--- src/rtl/mem_access_stage.sv ---
// Memory-access stage of the pipelined OTTER core: turns M-stage load/store control
// into a req/ack data-memory transaction, stalls until it completes, and formats load data.
module mem_access_stage #(
    parameter int TIMEOUT = 255
) (
    input  logic        CLK,
    input  logic        RST_N,
    input  logic        ValidM,
    input  logic        RegWriteM,
    input  logic        MemReadM,
    input  logic        MemWriteM,
    input  logic [2:0]  Funct3M,
    input  logic [31:0] ALUResultM,
    input  logic [31:0] WriteDataM,
    input  logic        DmemAck,
    input  logic [31:0] DmemRdata,
    output logic [31:0] ReadDataM,
    output logic        RegWriteOutM,
    output logic        StallM,
    output logic        MisalignM,
    output logic        MemFaultM,
    output logic        DmemReq,
    output logic        DmemWe,
    output logic [31:0] DmemAddr,
    output logic [31:0] DmemWdata,
    output logic [3:0]  DmemBe
);
    typedef enum logic [1:0] {IDLE, WAIT, DONE} state_t;

    localparam logic [7:0] LAST_CNT = 8'(TIMEOUT - 1);

    state_t      state, nextState;
    logic [7:0]  timeoutCnt;
    logic        fault;
    logic [31:0] captureData;
    logic [2:0]  funct3Q;
    logic [1:0]  byteOffQ;
    logic        access, misaligned, isHalf, isWord;

    function automatic logic [31:0] formatLoad(input logic [2:0] f3, input logic [1:0] off,
                                               input logic [31:0] word);
        logic [31:0] lane;
        lane = word >> {off, 3'b000};
        case (f3)
            3'b000:  formatLoad = {{24{lane[7]}}, lane[7:0]};
            3'b001:  formatLoad = {{16{lane[15]}}, lane[15:0]};
            3'b100:  formatLoad = {24'b0, lane[7:0]};
            3'b101:  formatLoad = {16'b0, lane[15:0]};
            default: formatLoad = word;
        endcase
    endfunction

    function automatic logic [31:0] storeLanes(input logic [2:0] f3, input logic [31:0] rs2);
        case (f3[1:0])
            2'b00:   storeLanes = {4{rs2[7:0]}};
            2'b01:   storeLanes = {2{rs2[15:0]}};
            default: storeLanes = rs2;
        endcase
    endfunction

    function automatic logic [3:0] storeEnables(input logic [2:0] f3, input logic [1:0] off);
        case (f3[1:0])
            2'b00:   storeEnables = 4'b0001 << off;
            2'b01:   storeEnables = 4'b0011 << off;
            default: storeEnables = 4'b1111;
        endcase
    endfunction

    assign access     = ValidM & (MemReadM | MemWriteM);
    assign isHalf     = (Funct3M[1:0] == 2'b01);
    assign isWord     = (Funct3M[1:0] == 2'b10);
    assign misaligned = access & ((isHalf & ALUResultM[0]) | (isWord & (ALUResultM[1:0] != 2'b00)));

    always_comb begin
        nextState    = state;
        StallM       = 1'b0;
        MisalignM    = 1'b0;
        MemFaultM    = 1'b0;
        ReadDataM    = 32'h0;
        RegWriteOutM = RegWriteM;
        DmemReq      = 1'b0;
        case (state)
            IDLE: begin
                if (misaligned) begin
                    MisalignM    = 1'b1;
                    RegWriteOutM = 1'b0;
                end else if (access) begin
                    StallM    = 1'b1;
                    nextState = WAIT;
                end
            end
            WAIT: begin
                DmemReq = 1'b1;
                StallM  = 1'b1;
                if (DmemAck || (timeoutCnt == LAST_CNT))
                    nextState = DONE;
            end
            DONE: begin
                ReadDataM    = captureData;
                MemFaultM    = fault;
                RegWriteOutM = RegWriteM & ~fault;
                nextState    = IDLE;
            end
            default: nextState = IDLE;
        endcase
    end

    always_ff @(posedge CLK) begin
        if (!RST_N) begin
            state       <= IDLE;
            DmemWe      <= 1'b0;
            DmemAddr    <= 32'h0;
            DmemWdata   <= 32'h0;
            DmemBe      <= 4'h0;
            captureData <= 32'h0;
            timeoutCnt  <= 8'h0;
            fault       <= 1'b0;
            funct3Q     <= 3'b0;
            byteOffQ    <= 2'b0;
        end else begin
            state <= nextState;
            case (state)
                IDLE: begin
                    if (access && !misaligned) begin
                        DmemAddr   <= {ALUResultM[31:2], 2'b00};
                        DmemWe     <= MemWriteM;
                        DmemBe     <= MemWriteM ? storeEnables(Funct3M, ALUResultM[1:0]) : 4'b1111;
                        DmemWdata  <= MemWriteM ? storeLanes(Funct3M, WriteDataM) : 32'h0;
                        funct3Q    <= Funct3M;
                        byteOffQ   <= ALUResultM[1:0];
                        timeoutCnt <= 8'h0;
                        fault      <= 1'b0;
                    end
                end
                WAIT: begin
                    // Ack on the threshold cycle still completes normally.
                    if (DmemAck) begin
                        captureData <= DmemWe ? 32'h0 : formatLoad(funct3Q, byteOffQ, DmemRdata);
                    end else if (timeoutCnt == LAST_CNT) begin
                        fault       <= 1'b1;
                        captureData <= 32'h0;
                    end else begin
                        timeoutCnt <= timeoutCnt + 8'd1;
                    end
                end
                DONE: fault <= 1'b0;
                default: ;
            endcase
        end
    end
endmodule
--- config.mk ---
export PLATFORM = sky130hd
export DESIGN_NAME = mem_access_stage
export DESIGN_NICKNAME = d
export VERILOG_FILES = /design/src/rtl/mem_access_stage.sv
export SDC_FILE = /design/constraint.sdc
export NUM_CORES = 1
export LEC_CHECK = 0
export CAP_MARGIN = 20
export CORE_AREA = 3 3 114 116
export CTS_CLUSTER_DIAMETER = 60
export DETAILED_ROUTE_END_ITERATION = 7
export DIE_AREA = 0 0 117 119
export PLACE_DENSITY = 0.85
export RECOVER_POWER = 50
export SLEW_MARGIN = 20
export SYNTH_ARGS = -nofsm -noshare
export SYNTH_HDL_FRONTEND = slang
export SYNTH_SLANG_ARGS = --single-unit
--- constraint.sdc ---
create_clock -name CLK -period 2.5 [get_ports CLK]
set_clock_uncertainty 0.1 [all_clocks]
set_input_delay 0.375 -clock CLK [delete_from_list [all_inputs] [get_ports CLK]]
set_output_delay 0.375 -clock CLK [all_outputs]
set_load 0.05 [all_outputs]
==> impl_metrics.py <==
metrics = {
    "clock_network": {
        "cts_sinks": 115,
        "root_buffer": "clkbuf_16",
        "cts_tree": "done",
        "cts-buffers-inserted": 17,
        "hold_buffers": 0,
        "h-tree-depth": 4,
        "clk_pin_slew_ps": 60,
        "post_cts_buffers": 0,
        "postCtsResizedCells": 0,
        "cts.path.max_buffers": 2,
        "clkLatencyLatePin_ps": 410,
    },
    "detailed_routing": {
        "drtIter0Drc": 322,
        "wire_per_inst_um": 18.4,
        "drc": 0,
        "dr_total_vias": 5306,
        "drtPass1Iterations": 5,
        "wl_um": 17300,
        "ant_nets": 0,
        "avgViaCountPerCell": 5.63,
    },
    "critical_path": {
        "worstPathRequired_ps": 2030,
        "startpoint_type": "input pin",
        "critPathArrivalTime_ps": 1980,
        "cp_max_fo": 3,
        "worst_setup_path_end_kind": "output port",
        "crit_type": "in2out",
    },
    "timing": {
        "finalSetupViolCount": 0,
        "hold_viol_final": 0,
        "drv_slew": 0,
        "fin_crit_ps": 2450,
        "maxSlewHeadroom_pct": 35.0,
        "finalCritPeriodShare_pct": 98.1,
        "max_freq_mhz": 408,
        "fin_ws_ps": 47.0,
        "setup_tns_ps": 0,
        "tightest_slew_ps": 971,
        "rsz0062_at_grt": "no",
    },
    "finish": {
        "most-common-layout-cells": "dfxtp_1 (115), clkdlybuf4s50_1 (113), nand2_1 (85)",
        "final_layout_size_suffix_gt1_share_pct": 13.9,
        "final_common_cell": "dfxtp_1",
        "multiInputGateArea_mm2": 0.00263,
        "fillCellCount": 862,
        "diodes": 0,
        "regArea_mm2": 0.00230,
        "syn2layout_area_growth_pct": 64.0,
        "nets": 891,
    },
    "floorplan": {
        "die_height_um": 119,
        "die_x_um": 117,
        "start_util_pct": 42.9,
        "dieArea_mm2": 0.0139,
        "io_pins": 212,
        "core_mm2": 0.0120,
        "rows": 40,
    },
    "min_path": {
        "worstHoldPathType": "reg2reg",
    },
    "global_route": {
        "grt_use_total_pct": 24.8,
        "grt-ovfl-total": 0,
        "antenna_found_initial": 0,
        "grt_max_degree": 41,
        "grt_pass1_wl_um": 27500,
        "first_global_vias": 5508,
    },
    "placement": {
        "hpwlAfterDp_um": 12800,
        "pre_cts_slack_ps": -4.37,
        "gp_congestion": 0.879,
        "numPortBuffers": 209,
    },
    "pwr": {
        "vdd_ir_drop_max_mv": 0.490,
        "power.density_mw_per_mm2": 627,
        "leakagePower_nw": 3.45,
        "total_power_mw": 5.29,
    },
    "job": {
        "drv_cap": 0,
    },
    "logic_synthesis": {
        "ys_ff_latch": 115,
        "synth_cells": 568,
        "yosysWarnings": 0,
        "ys_types": 54,
        "synth-main-ff-cell": "dfxtp_1",
        "synth_edf_count": 0,
        "syn_area_mm2": 0.00515,
        "synthArstFlopShare_pct": 0,
        "syn_area_per_cell_um2": 9.06,
        "yosysSeqAreaShare_pct": 44.7,
    },
    "run_status": {
        "outcome": "completed",
    },
}
-- final timing paths --
kind                                 endpoint    startpoint  slack (ps)  cells past startpoint
worst min-delay path             DmemAddr[16]  DmemAddr[16]         350                      2
worst max-delay path             RegWriteOutM    Funct3M[0]          50                      7
worst max register to register  DmemWdata[13]      state[0]         270                      6
worst min register to register   DmemAddr[16]  DmemAddr[16]         350                      2
-- routing by layer --
| layer | up-vias | wire, um | GRT usage (%) |
|---|---|---|---|
| met1 | 2496 | 6710 | 28.2 |
| met4 | 0 | 415 | 9.25 |
| met2 | 277 | 8460 | 41.3 |
| met3 | 38 | 1770 | 10.2 |
| met5 | - | 0 | 0 |
| li1 | 2495 | - | - |
-- logic make-up after synthesis --
| family | share of synthesized area [%] |
|---|---|
| adder cells (fa/ha/maj) | 0.486 |
| buffers and inverters | 4.74 |
| flip-flops | 44.7 |
| other | 0.0728 |
| multiplexers | 7.27 |
| AND/OR/NAND/NOR | 17.9 |
| XOR/XNOR | 0.510 |
| AO/OA/AOI/OAI | 24.3 |
-- area by class of cell --
cell class,instances,area share [%]
sequential,115,27.3
clock inverter,13,1.60
timing repair buffer,240,32.2
inverter,10,0.445
clock buffer,19,5.25
multi-input combinational,399,31.1
tap,147,2.18
-- state kept, by name (all words and copies together), names as in the netlist --
signal,flops
DmemWe,1
timeoutCnt,8
DmemWdata,32
byteOffQ,2
fault,1
DmemBe,4
captureData,32
DmemAddr,30
state,2
funct3Q,3
-- through the flow --
stage	std cells	instance area (um2)	hold slack [ps]	util, %
after floorplan	569	5160	324	-
after global placement	911	7870	342	65.5
after detailed placement	911	7870	342	65.5
after CTS	943	8440	355	70.3
after global routing	943	8440	379	70.3
final	943	8440	350	70.3
-- worst max-delay path, stage by stage --
cell and delay, ps:
clkdlybuf4s50_1 470, buf_4 180, xnor2_2 200, nor2_1 100
o21a_1 240, nor3b_4 240, buf_12 160
-- where the power goes --
part,internal [mW],total [mW],switching (mW),leakage (nW)
logic,0.410,0.970,0.560,2.24
clock network,1.49,2.35,0.863,0.271
registers,1.92,1.97,0.0535,0.934
total,3.81,5.29,1.48,3.45
-- synthesized netlist by cell type (15+ instances only) --
cell type  number  area share, %
nor2_1         16            1.2
a22o_1         17            2.9
o21ai_0        19            1.8
o2bb2ai_1      24            4.1
nand2_1        85            6.2
and2_1         33            4.0
a21oi_1        46            4.5
dfxtp_1       115             45
nand3_1        15            1.5
a221o_1        22            4.3
mux2i_1        25            4.9
clkbuf_1       27            2.0
No activity file was read; power rests on OpenSTA's default activity.
